<file path="src/rtl/dmem_arb_pkg.sv">
// Shared types and constants for the two-port data-memory arbiter.
package dmem_arb_pkg;

    localparam int unsigned PORT_CORE  = 0;
    localparam int unsigned PORT_DBG   = 1;
    localparam int unsigned NUM_PORTS  = 2;
    localparam logic [1:0]  ALIGN_MASK = 2'b11;

    // Response word width; the arbiter's DATA_W is expected to match it.
    localparam int unsigned RSP_DATA_W = 32;

    typedef struct packed {
        logic [RSP_DATA_W-1:0] rdata;
        logic                  err;
    } rsp_t;

    // Which port wins when both are eligible.
    typedef enum logic {
        PTR_CORE = 1'b0,
        PTR_DBG  = 1'b1
    } ptr_e;

    function automatic logic is_misaligned(input logic [1:0] low_addr);
        return |(low_addr & ALIGN_MASK);
    endfunction

endpackage

</file>
<file path="src/rtl/rr_arbiter2.sv">
// Two-way round-robin picker; owns the priority pointer, grant is combinational.
module rr_arbiter2
    import dmem_arb_pkg::*;
(
    input  logic       clk,
    input  logic       rst,
    input  logic [1:0] elig,
    output logic [1:0] grant
);

    ptr_e ptr_q, ptr_d;

    always_comb begin
        grant = '0;
        ptr_d = ptr_q;
        unique case (elig)
            2'b01:   grant = 2'b01;
            2'b10:   grant = 2'b10;
            2'b11:   grant = (ptr_q == PTR_DBG) ? 2'b10 : 2'b01;
            default: grant = '0;
        endcase
        // Priority passes to the port that lost this cycle; idle cycles hold it.
        if (grant[PORT_CORE]) begin
            ptr_d = PTR_DBG;
        end else if (grant[PORT_DBG]) begin
            ptr_d = PTR_CORE;
        end
    end

    always_ff @(posedge clk) begin
        if (rst) begin
            ptr_q <= PTR_CORE;
        end else begin
            ptr_q <= ptr_d;
        end
    end

endmodule

</file>
<file path="src/rtl/dmem_arbiter.sv">
// Two-port round-robin arbiter in front of the single-port data memory, with
// registered back-pressurable responses and misaligned-access flagging.
module dmem_arbiter
    import dmem_arb_pkg::*;
#(
    parameter int unsigned ADDR_W      = 32,
    parameter int unsigned DATA_W      = 32,
    parameter int unsigned STALL_CNT_W = 16
) (
    input  logic                   clk,
    input  logic                   rst,

    input  logic                   m0_req_valid,
    output logic                   m0_req_ready,
    input  logic                   m0_req_we,
    input  logic [ADDR_W-1:0]      m0_req_addr,
    input  logic [DATA_W-1:0]      m0_req_wdata,
    output logic                   m0_rsp_valid,
    input  logic                   m0_rsp_ready,
    output logic [DATA_W-1:0]      m0_rsp_rdata,
    output logic                   m0_rsp_err,

    input  logic                   m1_req_valid,
    output logic                   m1_req_ready,
    input  logic                   m1_req_we,
    input  logic [ADDR_W-1:0]      m1_req_addr,
    input  logic [DATA_W-1:0]      m1_req_wdata,
    output logic                   m1_rsp_valid,
    input  logic                   m1_rsp_ready,
    output logic [DATA_W-1:0]      m1_rsp_rdata,
    output logic                   m1_rsp_err,

    output logic                   mem_wr_en,
    output logic [ADDR_W-1:0]      mem_addr,
    output logic [DATA_W-1:0]      mem_write_data,
    input  logic [DATA_W-1:0]      mem_read_data,

    output logic [STALL_CNT_W-1:0] stall_cnt
);

    logic [NUM_PORTS-1:0] req_valid;
    logic [NUM_PORTS-1:0] rsp_ready;
    logic [NUM_PORTS-1:0] slot_free;
    logic [NUM_PORTS-1:0] elig;
    logic [NUM_PORTS-1:0] grant;

    logic [NUM_PORTS-1:0] rsp_valid_q, rsp_valid_d;
    rsp_t                 rsp_q [NUM_PORTS];
    rsp_t                 rsp_d [NUM_PORTS];

    logic [STALL_CNT_W-1:0] stall_q, stall_d;

    logic sel_we;
    logic misaligned;

    assign req_valid = {m1_req_valid, m0_req_valid};
    assign rsp_ready = {m1_rsp_ready, m0_rsp_ready};

    // A held response blocks its own port only; draining frees the slot same cycle.
    assign slot_free = ~rsp_valid_q | rsp_ready;
    assign elig      = req_valid & slot_free & {NUM_PORTS{~rst}};

    rr_arbiter2 u_rr (
        .clk   (clk),
        .rst   (rst),
        .elig  (elig),
        .grant (grant)
    );

    assign m0_req_ready = grant[PORT_CORE];
    assign m1_req_ready = grant[PORT_DBG];

    always_comb begin
        mem_addr       = '0;
        mem_write_data = '0;
        sel_we         = 1'b0;
        if (grant[PORT_CORE]) begin
            mem_addr       = m0_req_addr;
            mem_write_data = m0_req_wdata;
            sel_we         = m0_req_we;
        end else if (grant[PORT_DBG]) begin
            mem_addr       = m1_req_addr;
            mem_write_data = m1_req_wdata;
            sel_we         = m1_req_we;
        end
        misaligned = is_misaligned(mem_addr[1:0]);
        mem_wr_en  = (|grant) && sel_we && !misaligned;
    end

    always_comb begin
        for (int unsigned p = 0; p < NUM_PORTS; p++) begin
            rsp_valid_d[p] = rsp_valid_q[p];
            rsp_d[p]       = rsp_q[p];
            if (grant[p]) begin
                rsp_valid_d[p] = 1'b1;
                rsp_d[p].err   = misaligned;
                rsp_d[p].rdata = (!misaligned && !sel_we) ? mem_read_data : '0;
            end else if (rsp_ready[p]) begin
                rsp_valid_d[p] = 1'b0;
            end
        end
    end

    always_comb begin
        stall_d = stall_q;
        if (m0_req_valid && !grant[PORT_CORE] && (stall_q != '1)) begin
            stall_d = stall_q + 1'b1;
        end
    end

    always_ff @(posedge clk) begin
        if (rst) begin
            rsp_valid_q <= '0;
            stall_q     <= '0;
            for (int unsigned p = 0; p < NUM_PORTS; p++) begin
                rsp_q[p] <= '0;
            end
        end else begin
            rsp_valid_q <= rsp_valid_d;
            stall_q     <= stall_d;
            for (int unsigned p = 0; p < NUM_PORTS; p++) begin
                rsp_q[p] <= rsp_d[p];
            end
        end
    end

    assign m0_rsp_valid = rsp_valid_q[PORT_CORE];
    assign m0_rsp_rdata = rsp_q[PORT_CORE].rdata;
    assign m0_rsp_err   = rsp_q[PORT_CORE].err;
    assign m1_rsp_valid = rsp_valid_q[PORT_DBG];
    assign m1_rsp_rdata = rsp_q[PORT_DBG].rdata;
    assign m1_rsp_err   = rsp_q[PORT_DBG].err;
    assign stall_cnt    = stall_q;

endmodule

</file>
<file path="config.mk">
export PLATFORM = sky130hd
export DESIGN_NAME = dmem_arbiter
export DESIGN_NICKNAME = d
export VERILOG_FILES = /design/src/rtl/dmem_arb_pkg.sv /design/src/rtl/rr_arbiter2.sv /design/src/rtl/dmem_arbiter.sv
export SDC_FILE = /design/constraint.sdc
export NUM_CORES = 1
export LEC_CHECK = 0
export ABC_AREA = 1
export CORE_AREA = 2 2 122 124
export DETAILED_ROUTE_END_ITERATION = 10
export DIE_AREA = 0 0 124 126
export DONT_BUFFER_PORTS = 1
export HOLD_SLACK_MARGIN = 0.08
export PLACE_DENSITY = 0.47
export SYNTH_ARGS = -nofsm -noshare
export SYNTH_HDL_FRONTEND = slang
export SYNTH_SLANG_ARGS = --single-unit
</file>
<file path="constraint.sdc">
create_clock -name clk -period 2 [get_ports clk]
set_input_delay 0.3 -clock clk [delete_from_list [all_inputs] [get_ports clk]]
set_output_delay 0.3 -clock clk [all_outputs]
set_load 0.01 [all_outputs]
</file>
After elaboration in Yosys (flattened, before gate mapping)
Memory sizes are Yosys's and may differ from the RTL's.
Index checks and enable logic that the tools add are counted.
{"block": "word_totals", "mem_bits_rw": 66, "ff_bits": 19, "output_inout_bits": 151, "input_bits": 168, "elab_cells": 52, "romBits": 0, "memories": 1, "latch_bits": 0}
{"memory": "rsp_q", "words": 2, "width": 33, "rd": 2, "rd_clocked_by_memory_dff": 0, "wr": 2, "line_no": "dmem_arbiter.sv:48", "source": "rsp_t rsp_q [NUM_PORTS];"}
{"block": "classes", "n_reduce_logical": 13, "add_sub_neg": 1, "mux": 22, "n_mul": 0, "div_mod_pow": 0, "order_cmp": 0, "bitwise_logic": 7, "n_shift": 0, "n_eq_ne": 4}
{"cell": "$mux W32", "count": 5}
{"cell": "$mux W33", "count": 4}
{"cell": "$add A16 B1 Y16 const B", "count": 1}
{"cell": "$ne A16 B16 Y1 const B", "count": 1}
{"cell": "$mux W1", "count": 11}
{"cell": "$pmux W2 S3", "count": 1}
{"cell": "$reduce_bool A2 Y1", "count": 3}
{"cell": "$logic_and A1 B1 Y1", "count": 5}
{"cell": "$and A2 B2 Y2", "count": 2}
{"cell": "$eq A2 B2 Y1 const B", "count": 2}
{"cell": "$reduce_or A2 Y1", "count": 2}
{"cell": "$logic_not A1 Y1", "count": 3}
{"cell": "$eq A2 B1 Y1 const B", "count": 1}
{"cell": "$mux W2", "count": 1}
{"cell": "$not A2 Y2", "count": 1}
{"cell": "$or A1 B1 Y1", "count": 2}
{"cell": "$or A2 B2 Y2", "count": 1}
{"cell": "$not A1 Y1", "count": 1}

Longest topological paths before layout
{"block": "depth", "ltp_word": 14, "mapped_depth": 11, "mapped_depth_nobuf": 10}

Modules after synthesis
Synthesis repeated with hierarchy kept, for this count alone.
{"block": "hier_totals", "hier_cells": 524, "hier_area_um2": 4141.5}
{"mod": "dmem_arbiter", "area_each_um2": 4080.2, "seq_area_each_um2": 1681.6, "cells_each": 514, "instances": 1}
{"mod": "rr_arbiter2", "area_each_um2": 61.3, "seq_area_each_um2": 20.0, "cells_each": 10, "instances": 1}

Least setup slack after synthesis
Ideal clock, no wire load.
{"block": "synth_path", "path_kind": "register to output", "start": "reg rsp_valid_q[1]", "end": "out mem_write_data[22]", "path_buffers": 1, "t_required_ns": 1.700, "path_stages_with_launch": 9, "t_arrival_ns": 1.429, "setup_slack_ns": 0.271, "cell_sequence": "dfxtp_1 > inv_1 > nor2_1 > nor2_2 > nand2_4 > nand2_2 > inv_2 > clkbuf_1 > a22o_1"}
{"block": "synth_between", "elab_cells_between_ends": 10, "classes_between": "eq/ne (3); mux (3); bitwise (4)"}
{"item": "start: declaration", "line_no": "dmem_arbiter.sv:47", "source": "logic [NUM_PORTS-1:0] rsp_valid_q, rsp_valid_d;"}
{"item": "start signal: assignment", "line_no": "dmem_arbiter.sv:119", "source": "rsp_valid_q <= rsp_valid_d;"}
{"item": "$not A2 Y2 (*)", "line_no": "dmem_arbiter.sv:60", "source": "assign slot_free = ~rsp_valid_q | rsp_ready;"}
{"item": "$or A2 B2 Y2 (*)", "line_no": "dmem_arbiter.sv:60"}
{"item": "$and A2 B2 Y2 (*) (2 in series)", "line_no": "dmem_arbiter.sv:61", "source": "assign elig = req_valid & slot_free & {NUM_PORTS{~rst}};"}
{"item": "$eq A2 B2 Y1 / $eq A2 B1 Y1 (equally long branches)", "line_no": "rr_arbiter2.sv:16", "source": "unique case (elig)"}
{"item": "$pmux W2 S3 (*)", "line_no": "rr_arbiter2.sv:16"}
{"item": "named net m0_req_ready", "line_no": "dmem_arbiter.sv:14", "source": "output logic m0_req_ready,"}
{"item": "$mux W32 (*)", "line_no": "dmem_arbiter.sv:77", "source": "if (grant[PORT_CORE]) begin"}
{"item": "end: declaration", "line_no": "dmem_arbiter.sv:35", "source": "output logic [DATA_W-1:0] mem_write_data,"}
Mark *: on every way through the listed nets, which the timed path passes. The rest lies on a longest branch.

Worst setup path after layout
{"block": "layout_path", "start": "reg rsp_valid_q[1]", "end": "out mem_write_data[31]"}
{"block": "layout_between", "elab_chain_cells": 8, "elab_cells_between_ends": 10, "classes_between": "eq/ne (3); mux (3); bitwise (4)"}
{"item": "$not A2 Y2 (*)", "line_no": "dmem_arbiter.sv:60"}
{"item": "$or A2 B2 Y2 (*)", "line_no": "dmem_arbiter.sv:60"}
{"item": "$and A2 B2 Y2 (*) (2 in series)", "line_no": "dmem_arbiter.sv:61"}
{"item": "$eq A2 B2 Y1 / $eq A2 B1 Y1 (equally long branches)", "line_no": "rr_arbiter2.sv:16"}
{"item": "$pmux W2 S3 (*)", "line_no": "rr_arbiter2.sv:16"}
{"item": "$mux W32", "line_no": "dmem_arbiter.sv:81", "source": "end else if (grant[PORT_DBG]) begin"}
{"item": "$mux W32 (*)", "line_no": "dmem_arbiter.sv:77"}
Mark *: on every way between the ends. The rest lies on a longest branch, timed or not.

==> impl_metrics.tcl <==
set metrics [dict create \
    synth_top_family_by_area "compound AO/OA/AOI/OAI gates" \
    fin_util 0.373 \
    regArea_sq_mm 0.00170 \
    critical_path_required_ns 1.70 \
    dp.cells 668 \
    grt_usage 0.191 \
    crit_path_end_kind "primary output" \
    tritoncts "yes" \
    synth-compound-area-share 0.286 \
    place_congestion 0.842 \
    leakagePower_nw 2.11 \
    clock.fmax_mhz 501 \
    num_vias 3846 \
    holdPathStages 2 \
    maxSlewHeadroom 0.572 \
    antenna_found_initial 0 \
    path_class "flop to primary output" \
    final_cell_mix "dfxtp_1 (84), nand3_1 (69), a22o_4 (47), a21oi_1 (47), o21ai_0 (43)" \
    cts_buffer_depth 2 \
    min_period_ns 2.00 \
    grt_max_degree 65 \
    rsz0062_at_grt "yes" \
    cts_made_buffers 9 \
    ys_types 27 \
    rr_worst_depth 11 \
    clk_pin_slew_ns 0.06 \
    core_sq_mm 0.0143 \
    ant_nets 0 \
    fin_cells 698 \
    tightest_slew_ns 0.642 \
    synth_area_per_cell_sq_um 8.09 \
    ys_seq_area_frac 0.423 \
    setup_viol 0 \
    crit_path_start_kind "flop" \
    cts_sinks 85 \
    cp_max_fo 24 \
    muxShareOfSynthArea 0 \
    synth_nets 666 \
    first_pass_iters 4 \
    ir_drop_uv 593 \
    finalHoldViolations 0 \
    pwr_density_cell_mw_per_mm2 868 \
    worstSkewPairLatency_ns 0.34 \
    finalSetupTns_ns 0 \
    synthAdderAreaFrac 0.00311 \
    die_h_um 126 \
    syn_inst 497 \
    yosys.area_share.simple 0.189 \
    finalClockSkew_ns 0.00854 \
    initial_utilization 0.281 \
    ys_seq_elements 85 \
    antennaDiodeCount 0 \
    final_layout_size_suffix_gt1_frac 0.267 \
    synth-xor-area-share 0.0261 \
    total_power_w 0.00464 \
    finalWirelength_um 17200 \
    dieArea_sq_mm 0.0156 \
    mostFrequentLayoutCell "dfxtp_1" \
    arrival_ns 1.70 \
    grt_pass1_vias 3392 \
    fin_crit_sh 0.998 \
    die-width_um 124 \
    hpwl_um 12100 \
    row_count 44 \
    final_nets 678 \
    grt_first_pass_wirelength_um 21700 \
    avgRoutedWirePerCell_um 24.7 \
    whs_ns 0.107 \
    final_max_slew_viol_count 0 \
    syn_area_sq_mm 0.00402 \
    drc 0 \
    syn_to_final_growth_pct 32.8 \
    multi_input_comb_area_sq_mm 0.00251 \
    overflow 0 \
    cap_violations 0 \
    hp-class "input pin to flop" \
    clockRootBuffer "clkbuf_16" \
    viasPerCell 5.51 \
    yosys_warnings 0 \
    h-tree-depth 3 \
    num-fill-cells 1497 \
    port_buffers 0 \
    status "complete, no violations" \
    drtIter0Drc 285 \
    ios 319 \
]
-- worst max-delay path, cell delays in order, from the launching register on --
cell and delay (ns):
dfxtp_2 0.33, inv_2 0.04, nor2_4 0.13, nor2_4 0.06, nand2_4 0.16, nand2_8 0.12
buf_12 0.19, a22o_4 0.30
-- cells in the mapped netlist, drive strengths merged --
cell / instances / share of area
a21oi: 47 / 0.058
a22o: 62 / 0.14
buf: 23 / 0.035
clkbuf: 22 / 0.021
dfxtp: 85 / 0.42
ha: 1 / 0.0031
inv: 19 / 0.018
nand2: 50 / 0.050
nand3: 78 / 0.11
nand3b: 1 / 0.0019
nor2: 15 / 0.016
nor3: 8 / 0.010
nor3b: 1 / 0.0019
o211a: 1 / 0.0025
o21ai: 72 / 0.090
xnor2: 4 / 0.0087
xor2: 8 / 0.017
-- stage by stage --
step           instance area, sq um  worst slack [ns]
6_report                       5340           0.00397
5_1_grt                        5340           -0.0532
4_1_cts                        4840           -0.0458
3_5_place_dp                   4300             0.101
3_3_place_gp                   4300             0.147
2_1_floorplan                  4020             0.271
-- state kept, by name (all words and copies together), names as in the netlist --
signal and flops:
u_rr.ptr_q 1, rsp_valid_q 2, rsp_q 66, stall_cnt 16
-- kinds of logic after synthesis --
family          count (synthesis)
xor+xnor                       12
buf+inv                        64
simple gates                  153
fa+ha+maj                       1
compound gates                182
flops                          85
-- final cells by class --
| cell class | count | share of cell area |
|---|---|---|
| multi-input cells | 349 | 0.471 |
| flip-flops and latches | 85 | 0.319 |
| repair buffers | 45 | 0.0909 |
| clock buffers | 10 | 0.0448 |
| well taps | 184 | 0.0431 |
| clock inverters | 6 | 0.0162 |
| inverters | 19 | 0.0152 |
-- path summary, 6_finish.rpt --
| check | slack, ns | to | start |
|---|---|---|---|
| worst max-delay path | 0.004 | mem_write_data[31] | rsp_valid_q[1] |
| worst max register to register | 0.17 | rsp_q[0][32] | rsp_valid_q[1] |
| worst min register to register | 0.52 | rsp_q[0][10] | rsp_q[0][10] |
| worst min-delay path | 0.11 | rsp_q[0][14] | mem_read_data[13] |
-- power breakdown --
part           internal (W)  switching (W)
Combinational      0.000357       0.000486
Sequential          0.00181       0.000136
Clock               0.00113       0.000724
Total               0.00329        0.00135
-- routing by layer --
layer / part of all wire / vias to the layer above / GRT usage
met5: 0 / - / 0
met4: 0.012 / 0 / 0.0476
met3: 0.11 / 13 / 0.0992
met2: 0.46 / 194 / 0.279
met1: 0.42 / 1832 / 0.248
li1: - / 1807 / -
-- timing repair --
item	in CTS	in global routing
pin swaps	1	6
buffers inserted	2	4
cloned	1	6
hold buffers	1	0
hold endpoints to repair	13	0
setup endpoints to repair	64	73
resized for setup	28	52
No activity file was read; power rests on OpenSTA's default activity.
